$ cat src/rtl/bt656_pkg.sv
// Shared FSM state, XY bit layout, TRS byte constants and XY protection function
// for the BT.656 receiver.
package bt656_pkg;

  typedef enum logic [1:0] {
    ST_HUNT    = 2'd0,
    ST_GOT_FF  = 2'd1,
    ST_GOT_00A = 2'd2,
    ST_GOT_00B = 2'd3
  } state_e;

  localparam int XY_SYNC_BIT = 7;
  localparam int XY_F_BIT    = 6;
  localparam int XY_V_BIT    = 5;
  localparam int XY_H_BIT    = 4;

  localparam logic [7:0] TRS_FF = 8'hFF;
  localparam logic [7:0] TRS_00 = 8'h00;

  // Protection nibble {P3,P2,P1,P0} for a given F/V/H triple.
  function automatic logic [3:0] xy_prot(input logic f, input logic v, input logic h);
    return {v ^ h, f ^ h, f ^ v, f ^ v ^ h};
  endfunction

endpackage

$ cat src/rtl/bt656_xy_decode.sv
// Combinational XY byte decoder. With BT656_RX_ECC_EN defined, single-bit errors
// are corrected and double-bit errors rejected; otherwise only bit 7 is checked.
module bt656_xy_decode
  import bt656_pkg::*;
(
  input  logic [7:0] xy_i,
  output logic       f_o,
  output logic       v_o,
  output logic       h_o,
  output logic       valid_o
);

  logic f_raw_s;
  logic v_raw_s;
  logic h_raw_s;

  assign f_raw_s = xy_i[XY_F_BIT];
  assign v_raw_s = xy_i[XY_V_BIT];
  assign h_raw_s = xy_i[XY_H_BIT];

`ifdef BT656_RX_ECC_EN
  logic [3:0] syn_s;

  assign syn_s = xy_i[3:0] ^ xy_prot(f_raw_s, v_raw_s, h_raw_s);

  // Syndrome names the flipped bit; any other non-zero pattern is a double error.
  always_comb begin
    f_o     = f_raw_s;
    v_o     = v_raw_s;
    h_o     = h_raw_s;
    valid_o = xy_i[XY_SYNC_BIT];
    case (syn_s)
      4'b0000: valid_o = xy_i[XY_SYNC_BIT];
      4'b1000: valid_o = xy_i[XY_SYNC_BIT];
      4'b0100: valid_o = xy_i[XY_SYNC_BIT];
      4'b0010: valid_o = xy_i[XY_SYNC_BIT];
      4'b0001: valid_o = xy_i[XY_SYNC_BIT];
      4'b0111: f_o     = ~f_raw_s;
      4'b1011: v_o     = ~v_raw_s;
      4'b1101: h_o     = ~h_raw_s;
      default: valid_o = 1'b0;
    endcase
  end
`else
  logic unused_prot_s;

  assign unused_prot_s = ^xy_i[3:0];
  assign f_o           = f_raw_s;
  assign v_o           = v_raw_s;
  assign h_o           = h_raw_s;
  assign valid_o       = xy_i[XY_SYNC_BIT];
`endif

endmodule

$ cat src/rtl/bt656_rx.sv
// BT.656 receiver: TRS detection, active-video extraction and line statistics.
// Define BT656_RX_ECC_EN to enable single-bit correction of the XY byte.
module bt656_rx
  import bt656_pkg::*;
#(
  parameter int HACT_PIXELS = 1440,
  parameter int CNT_W       = 12
) (
  input  logic             i_SysClock,
  input  logic             i_ResetN,
  input  logic             i_DataEn,
  input  logic [7:0]       i_Data,
  output logic [7:0]       o_Data,
  output logic             o_DataValid,
  output logic             o_Fsignal,
  output logic             o_Vsignal,
  output logic             o_Hsignal,
  output logic             o_SavPulse,
  output logic             o_EavPulse,
  output logic [CNT_W-1:0] o_LineCount,
  output logic [CNT_W-1:0] o_LineWidth,
  output logic             o_CodeError,
  output logic             o_LengthError,
  output logic             o_Locked
);

  localparam logic [CNT_W-1:0] CNT_ZERO = {CNT_W{1'b0}};
  localparam logic [CNT_W-1:0] CNT_ONE  = {{(CNT_W-1){1'b0}}, 1'b1};
  localparam logic [CNT_W-1:0] CNT_MAX  = {CNT_W{1'b1}};
  localparam logic [CNT_W-1:0] HACT_CNT = CNT_W'(HACT_PIXELS);

  state_e state_q, state_d;

  logic is_ff_s, is_00_s;
  logic dec_f_s, dec_v_s, dec_h_s, dec_valid_s;
  logic xy_take_s, sav_s, eav_s, code_err_s, f_fall_s, len_err_s;

  logic [7:0]       data_q, data_d;
  logic             valid_q, valid_d;
  logic             f_q, f_d, v_q, v_d, h_q, h_d;
  logic             active_q, active_d;
  logic             locked_q, locked_d;
  logic             sav_v0_q, sav_v0_d;
  logic             fpend_q, fpend_d;
  logic [CNT_W-1:0] byte_cnt_q, byte_cnt_d;
  logic [CNT_W-1:0] line_cnt_q, line_cnt_d;
  logic [CNT_W-1:0] line_w_q, line_w_d;
  logic             sav_pulse_q, eav_pulse_q, code_err_q, len_err_q;

  assign is_ff_s = i_DataEn && (i_Data == TRS_FF);
  assign is_00_s = i_DataEn && (i_Data == TRS_00);

  bt656_xy_decode u_xy_decode (
    .xy_i    (i_Data),
    .f_o     (dec_f_s),
    .v_o     (dec_v_s),
    .h_o     (dec_h_s),
    .valid_o (dec_valid_s)
  );

  // TRS state register.
  always_ff @(posedge i_SysClock or negedge i_ResetN) begin
    if (!i_ResetN) begin
      state_q <= ST_HUNT;
    end else begin
      state_q <= state_d;
    end
  end

  // TRS next state; an FF anywhere before the XY byte restarts the preamble.
  always_comb begin
    state_d = state_q;
    if (i_DataEn) begin
      case (state_q)
        ST_HUNT:    state_d = is_ff_s ? ST_GOT_FF : ST_HUNT;
        ST_GOT_FF:  state_d = is_00_s ? ST_GOT_00A : (is_ff_s ? ST_GOT_FF : ST_HUNT);
        ST_GOT_00A: state_d = is_00_s ? ST_GOT_00B : (is_ff_s ? ST_GOT_FF : ST_HUNT);
        ST_GOT_00B: state_d = ST_HUNT;
        default:    state_d = ST_HUNT;
      endcase
    end else begin
      state_d = state_q;
    end
  end

  // Decoded timing events for the current byte.
  always_comb begin
    xy_take_s  = i_DataEn && (state_q == ST_GOT_00B);
    sav_s      = xy_take_s && dec_valid_s && !dec_h_s;
    eav_s      = xy_take_s && dec_valid_s && dec_h_s;
    code_err_s = xy_take_s && !dec_valid_s;
    f_fall_s   = xy_take_s && dec_valid_s && f_q && !dec_f_s;
    len_err_s  = eav_s && sav_v0_q && (byte_cnt_q != HACT_CNT);
  end

  // Datapath next state: video output, flags and counters.
  always_comb begin
    valid_d = i_DataEn && active_q && (i_Data != TRS_FF);
    data_d  = valid_d ? i_Data : data_q;

    if (xy_take_s && dec_valid_s) begin
      f_d = dec_f_s;
      v_d = dec_v_s;
      h_d = dec_h_s;
    end else begin
      f_d = f_q;
      v_d = v_q;
      h_d = h_q;
    end

    if (is_ff_s)                 active_d = 1'b0;
    else if (sav_s && !dec_v_s)  active_d = 1'b1;
    else                         active_d = active_q;

    if (sav_s)           locked_d = 1'b1;
    else if (code_err_s) locked_d = 1'b0;
    else                 locked_d = locked_q;

    if (sav_s)      sav_v0_d = !dec_v_s;
    else if (eav_s) sav_v0_d = 1'b0;
    else            sav_v0_d = sav_v0_q;

    if (eav_s)         fpend_d = 1'b0;
    else if (f_fall_s) fpend_d = 1'b1;
    else               fpend_d = fpend_q;

    if (sav_s)                                     byte_cnt_d = CNT_ZERO;
    else if (valid_d && (byte_cnt_q != CNT_MAX))   byte_cnt_d = byte_cnt_q + CNT_ONE;
    else                                           byte_cnt_d = byte_cnt_q;

    // A falling F starts a new frame: the next EAV restarts line numbering.
    if (eav_s && (fpend_q || f_fall_s)) line_cnt_d = CNT_ZERO;
    else if (eav_s)                     line_cnt_d = line_cnt_q + CNT_ONE;
    else                                line_cnt_d = line_cnt_q;

    line_w_d = eav_s ? byte_cnt_q : line_w_q;
  end

  // Datapath registers.
  always_ff @(posedge i_SysClock or negedge i_ResetN) begin
    if (!i_ResetN) begin
      data_q      <= 8'h00;
      valid_q     <= 1'b0;
      f_q         <= 1'b0;
      v_q         <= 1'b0;
      h_q         <= 1'b0;
      active_q    <= 1'b0;
      locked_q    <= 1'b0;
      sav_v0_q    <= 1'b0;
      fpend_q     <= 1'b0;
      byte_cnt_q  <= CNT_ZERO;
      line_cnt_q  <= CNT_ZERO;
      line_w_q    <= CNT_ZERO;
      sav_pulse_q <= 1'b0;
      eav_pulse_q <= 1'b0;
      code_err_q  <= 1'b0;
      len_err_q   <= 1'b0;
    end else begin
      data_q      <= data_d;
      valid_q     <= valid_d;
      f_q         <= f_d;
      v_q         <= v_d;
      h_q         <= h_d;
      active_q    <= active_d;
      locked_q    <= locked_d;
      sav_v0_q    <= sav_v0_d;
      fpend_q     <= fpend_d;
      byte_cnt_q  <= byte_cnt_d;
      line_cnt_q  <= line_cnt_d;
      line_w_q    <= line_w_d;
      sav_pulse_q <= sav_s;
      eav_pulse_q <= eav_s;
      code_err_q  <= code_err_s;
      len_err_q   <= len_err_s;
    end
  end

  assign o_Data        = data_q;
  assign o_DataValid   = valid_q;
  assign o_Fsignal     = f_q;
  assign o_Vsignal     = v_q;
  assign o_Hsignal     = h_q;
  assign o_SavPulse    = sav_pulse_q;
  assign o_EavPulse    = eav_pulse_q;
  assign o_LineCount   = line_cnt_q;
  assign o_LineWidth   = line_w_q;
  assign o_CodeError   = code_err_q;
  assign o_LengthError = len_err_q;
  assign o_Locked      = locked_q;

endmodule
$ cat config.mk
export PLATFORM = sky130hd
export DESIGN_NAME = bt656_rx
export DESIGN_NICKNAME = d
export VERILOG_FILES = /design/src/rtl/bt656_pkg.sv /design/src/rtl/bt656_xy_decode.sv /design/src/rtl/bt656_rx.sv
export SDC_FILE = /design/constraint.sdc
export NUM_CORES = 1
export LEC_CHECK = 0
export CORE_MARGIN = 8
export CORE_UTILIZATION = 56
export DETAILED_ROUTE_END_ITERATION = 8
export PLACE_DENSITY = 0.86
export REMOVE_ABC_BUFFERS = 1
export SYNTH_ARGS = -nofsm -noshare
export SYNTH_HDL_FRONTEND = slang
export SYNTH_SLANG_ARGS = --single-unit
$ cat constraint.sdc
create_clock -name i_SysClock -period 3.6 [get_ports i_SysClock]
set_clock_uncertainty 0.15 [all_clocks]
set_input_delay 0.36 -clock i_SysClock [delete_from_list [all_inputs] [get_ports i_SysClock]]
set_output_delay 0.36 -clock i_SysClock [all_outputs]
set_load 0.05 [all_outputs]
* After elaboration in Yosys (flattened, before gate mapping)
Cells that the tools add are included.
** Operators by class
- Equal/unequal tests :: 7
- Multiply operators :: 0
- Bitwise gates (word level) :: 0
- Add/subtract/negate cells :: 2
- Div/mod/pow operators :: 0
- Order comparisons :: 0
- Reduce and logical (&&, ||, !) cells :: 29
- Shifts and indexed selects :: 0
- Muxes and demuxes :: 16
** Operators by type and width (number)
- $mux W12 :: 4
- $add A12 B1 Y12 const B :: 2
- $logic_and A1 B1 Y1 :: 16
- $ne A12 B11 Y1 const B :: 1
- $ne A12 B12 Y1 const B :: 1
- $reduce_bool A2 Y1 :: 6
- $mux W1 :: 9
- $eq A8 B8 Y1 const B :: 1
- $logic_not A8 Y1 :: 1
- $ne A8 B8 Y1 const B :: 1
- $pmux W2 S4 :: 1
- $eq A2 B2 Y1 const B :: 2
- $logic_not A1 Y1 :: 4
- $mux W2 :: 2
- $eq A2 B1 Y1 const B :: 1
- $logic_not A2 Y1 :: 1
- $logic_or A1 B1 Y1 :: 1
** Word-level totals
- Bits in writable memories :: 0
- Bits in latches :: 0
- Bits in registers :: 58
- Memories kept :: 0
- Bits in read-only memories :: 0
- Logic and storage cells :: 71
- Output and inout bits :: 41
- Input bits :: 11

* Depth between registers and ports, before layout
- Word-level depth :: 8
- Gate-level depth with buffers :: 7
- Mapped depth without buffers :: 5

* Cells and area by module
A second synthesis with hierarchy kept.
** Unflattened totals
- Cell total of the unflattened synthesis :: 297
- Area, all modules :: 2755.1 um2
** By module, submodules not included
- bt656_rx :: area an instance 2725.1 um2, cells each 293, instances 1, seq. area each 1451.4 um2
- bt656_xy_decode :: area an instance 30.0 um2, cells each 4, instances 1, seq. area each 0.0 um2

* Least setup slack after synthesis
No wires, ideal clock.
- Path type :: register to register
- From :: register line_cnt_q[0], in the netlist o_LineCount[0]
- To :: register line_cnt_q[10], in the netlist o_LineCount[10]
- Library setup time :: 0.077 ns
- Cell stages (with the launch flop) :: 6
- Slack :: 1.690 ns
- Arrival time :: 1.683 ns
- Cell sequence :: dfrtp_1 > ha_1 > and4_1 > nand4_1 > or3_1 > a21oi_1
** Between the ends
- Cells in the longest elaborated chain, start to end :: 3
** RTL lines
- start, declared :: line bt656_rx.sv:46 : logic [CNT_W-1:0] line_cnt_q, line_cnt_d;
- start signal, assigned :: line bt656_rx.sv:169 : line_cnt_q <= line_cnt_d;
- $add A12 B1 Y12 :: line bt656_rx.sv:133 : else if (eav_s) line_cnt_d = line_cnt_q + CNT_ONE;
- $mux W12 :: line bt656_rx.sv:133
- $mux W12 :: line bt656_rx.sv:132 : if (eav_s && (fpend_q || f_fall_s)) line_cnt_d = CNT_ZERO;
Every way passes these cells. The select of a mux whose other input is x is not followed.
A chain may end at the register's enable or synchronous reset.

* Worst setup path in the final report
- From :: input i_Data[4]
- To :: register byte_cnt_q[1]
** Between the ends
- Cells in the longest elaborated chain, start to end :: 4
- Elaborated cells on any way between the ends :: 7
** RTL lines
- start, declared :: line bt656_rx.sv:12 : input logic [7:0] i_Data,
- $ne A8 B8 Y1 :: line bt656_rx.sv:98 : valid_d = i_DataEn && active_q && (i_Data != TRS_FF);
- $logic_and A1 B1 Y1 :: line bt656_rx.sv:98
- $logic_and A1 B1 Y1 :: line bt656_rx.sv:128 : else if (valid_d && (byte_cnt_q != CNT_MAX)) byte_cnt_d = byte_cnt_q + CNT_ONE;
- $reduce_bool A2 Y1 (no line)
- end signal, assigned :: line bt656_rx.sv:168 : byte_cnt_q <= byte_cnt_d;
- end, declared :: line bt656_rx.sv:45 : logic [CNT_W-1:0] byte_cnt_q, byte_cnt_d;
Several ways; a longest one is shown, not always the timed one.

==> insert_results.sql <==
INSERT INTO impl_metrics (metric_group, metric, value, unit) VALUES
('cts', 'numClockSinks', '58', ''),
('drt', 'wl_met1', '2830', 'um'),
('cts', 'holdBufCountCts', '0', ''),
('timing', 'final_critical_delay_including_setup_and_external_delays', '2.45', 'ns'),
('logic_synthesis', 'yosys_warnings', '0', ''),
('logic_synthesis', 'synth_cells', '294', ''),
('final_layout', 'num_antenna_cells', '0', ''),
('min_path', 'min-delay-path-class', 'in2async', ''),
('drt', 'route.final.wire_length', '6000', 'um'),
('floorplan', 'core_region_area', '0.00472', 'mm^2'),
('final_layout', 'design.final.nets', '359', ''),
('global_routing', 'grt_pass1_vias', '2220', ''),
('logic_synthesis', 'synthMostInstantiatedCell', 'sky130_fd_sc_hd__nand2_1', ''),
('cts', 'clk_path_buf_depth', '2', ''),
('run', 'max-cap-violations', '0', ''),
('cts', 'cts_tree', 'yes', ''),
('floorplan', 'io-pin-count', '52', ''),
('logic_synthesis', 'ys_top_cells_by_count', 'sky130_fd_sc_hd__nand2_1, sky130_fd_sc_hd__dfrtp_1, sky130_fd_sc_hd__o21ai_0', ''),
('logic_synthesis', 'average_size_of_a_mapped_cell', '9.30', 'um^2'),
('setup_path', 'critical_path.endpoint_type', 'register', ''),
('drt', 'drt.antenna.violating_nets', '0', ''),
('floorplan', 'floorplan.die.height', '85.9', 'um'),
('timing', 'final-hold-violation-count', '0', ''),
('logic_synthesis', 'synth.ff_latch_count', '58', ''),
('run_status', 'status', 'finished clean', ''),
('setup_path', 'path_max_fanout', '30', ''),
('timing', 'tightestPinTransition', '1.18', 'ns'),
('cts', 'clk_root_buffer_cell', 'sky130_fd_sc_hd__clkbuf_8', ''),
('setup_path', 'timing.rr.start', 'byte_cnt_q[0]', ''),
('global_routing', 'gr-usage-all-layers', '17.1', '%'),
('logic_synthesis', 'synth_largest_area_cell', 'sky130_fd_sc_hd__dfrtp_1', ''),
('logic_synthesis', 'synth_enable_flop_cells', '0', ''),
('logic_synthesis', 'synthArstFlopShare', '100', '%'),
('setup_path', 'startpoint_type', 'input pin', ''),
('drt', 'first_pass_iteration_count_of_the_detailed_router', '4', ''),
('floorplan', 'initial_core_util', '57.9', '%'),
('logic_synthesis', 'netlist.area_leader.share', '53.1', '%'),
('drt', 'routed_via_density', '5.50', ''),
('timing', 'max-slew-margin-rel', '21.0', '%'),
('timing', 'period_share', '67.9', '%'),
('final_layout', 'fill_cells', '363', ''),
('drt', 'wl_per_cell', '14.4', 'um'),
('place', 'detailedPlacementHpwl', '4180', 'um'),
('drt', 'top_layer_used', 'met4', ''),
('global_routing', 'grt_remaining_overflow', '0', ''),
('floorplan', 'design.die.area', '0.00737', 'mm^2'),
('place', 'gp_congestion', '0.861', ''),
('cts', 'clock_transition_time_at_the_flip_flop_clock_pins_of_the_worst_setup_and_hold_paths', '0.07', 'ns'),
('logic_synthesis', 'yosysSeqAreaShare', '53.1', '%'),
('timing', 'max_freq', '0.409', 'GHz'),
('timing', 'final.setup.worst_slack', '1.15', 'ns'),
('timing', 'final.setup.tns', '0', 'ns'),
('power_and_ir_drop', 'leakagePower', '1.60', 'nW'),
('cts', 'cts_post_setup_buffers_inserted', '0', ''),
('logic_synthesis', 'synth_flop_cell', 'sky130_fd_sc_hd__dfrtp_1', ''),
('floorplan', 'floorplan.rows', '25', ''),
('drt', 'remaining_design_rule_violation_count', '0', ''),
('floorplan', 'chipWidth', '85.9', 'um'),
('cts', 'cts.htree.levels', '3', ''),
('place', 'pre_cts_ws', '0.834', 'ns'),
('setup_path', 'max_stage_delay_on_crit_path', '0.67', 'ns'),
('logic_synthesis', 'post_synth_main_area_contributors', 'sky130_fd_sc_hd__dfrtp_1, sky130_fd_sc_hd__nand2_1, sky130_fd_sc_hd__o21ai_0', ''),
('setup_path', 'critical_path_arrival', '2.48', 'ns'),
('final_layout', 'utilization', '73.9', '%'),
('logic_synthesis', 'count_of_distinct_cell_types_in_the_synthesized_netlist', '38', ''),
('cts', 'worst_skew_pair.late_latency', '0.33', 'ns'),
('cts', 'tritoncts.num_buffers', '9', ''),
('place', 'port-buffer-count', '51', ''),
('setup_path', 'rr_worst_depth', '5', ''),
('setup_path', 'capture_point_of_the_worst_reg_to_reg_path', 'byte_cnt_q[1]', ''),
('timing', 'grt_setup_unrepaired', 'false', '');
-- worst max-delay path, delay by kind of cell --
kind	cells	cell delay [ns]
AOI/OAI and AO/OA	2	0.74
and+or+nand+nor	2	0.43
buffers and inverters	2	0.94
-- per-layer routing --
metal / vias to the layer above / GRT usage, %
li1: 1134 / -
met1: 1067 / 22.0
met2: 84 / 25.1
met3: 8 / 4.97
met4: 0 / 9.39
met5: - / 0
-- stage by stage --
step / total power [W] / std cells / instance area, um^2
after global placement: 0.000694 / 401 / 3270
after floorplan: 0.000666 / 281 / 2660
final: 0.00131 / 417 / 3490
after detailed placement: 0.000695 / 401 / 3270
after CTS: 0.00132 / 417 / 3490
after global routing: 0.00135 / 417 / 3490
-- cells in the final DEF, fill, tap and decap left out, types with 3 or more instances in the layout --
cell / Yosys / layout
sky130_fd_sc_hd__o31ai_1: 9 / 9
sky130_fd_sc_hd__and3_1: 6 / 6
sky130_fd_sc_hd__a21oi_1: 13 / 13
sky130_fd_sc_hd__o21ai_0: 17 / 17
sky130_fd_sc_hd__a21oi_2: 5 / 5
sky130_fd_sc_hd__ha_1: 3 / 3
sky130_fd_sc_hd__nand2_1: 77 / 77
sky130_fd_sc_hd__inv_1: 13 / 13
sky130_fd_sc_hd__nor2_1: 7 / 7
sky130_fd_sc_hd__and4_1: 5 / 5
sky130_fd_sc_hd__nor4_1: 4 / 4
sky130_fd_sc_hd__nand3_1: 13 / 13
sky130_fd_sc_hd__clkbuf_8: 0 / 13
sky130_fd_sc_hd__clkdlybuf4s50_1: 0 / 50
sky130_fd_sc_hd__nor2b_1: 3 / 3
sky130_fd_sc_hd__dfrtp_1: 58 / 58
sky130_fd_sc_hd__nor3_1: 4 / 3
sky130_fd_sc_hd__nand4_1: 8 / 8
sky130_fd_sc_hd__or4_4: 5 / 5
sky130_fd_sc_hd__or3_1: 9 / 9
-- cell families after synthesis --
logic type      share of synthesized area (%)
flops                                    53.1
compound gates                           13.5
buf+inv                                  4.35
mux                                     0.366
fa+ha+maj                                1.37
simple gates                             27.3
-- registers in the layout, summed over array words and instances (netlist names) --
register       flops
active_q           1
byte_cnt_q        12
fpend_q            1
o_CodeError        1
o_Data             8
o_DataValid        1
o_EavPulse         1
o_Fsignal          1
o_Hsignal          1
o_LengthError      1
o_LineCount       12
o_LineWidth       12
o_Locked           1
o_SavPulse         1
o_Vsignal          1
sav_v0_q           1
state_q            2
-- how the worst max path moves through the flow --
| stage | slack (ns) | cells after the start | endpoint | start |
|---|---|---|---|---|
| finish | 1.15 | 6 | byte_cnt_q[1] | i_Data[4] |
| global route | 0.91 | 5 | byte_cnt_q[0] | byte_cnt_q[0] |
| CTS | 1.16 | 6 | byte_cnt_q[1] | i_Data[4] |
| detailed placement | 0.83 | 6 | byte_cnt_q[1] | i_Data[7] |
| global placement | 0.90 | 6 | byte_cnt_q[0] | i_Data[4] |
| floorplan | 1.17 | 5 | byte_cnt_q[4] | byte_cnt_q[0] |
-- cell type report --
class	instances	area, um^2	share of cell area (%)
Sequential cell	58	1450	41.6
Multi-Input combinational cell	210	1170	33.5
Timing Repair Buffer	53	520	14.9
Clock buffer	15	186	5.34
Tap cell	67	83.8	2.40
Inverter	13	48.8	1.40
Clock inverter	1	30.0	0.861
-- report_power, final --
group / switching [W] / total (W) / internal [W]
clock network: 0.000234 / 0.000630 / 0.000396
logic: 0.0000192 / 0.0000304 / 0.0000112
registers: 0.0000000810 / 0.000652 / 0.000652
total: 0.000253 / 0.00131 / 0.00106
Power figures use the tool's default switching activity.
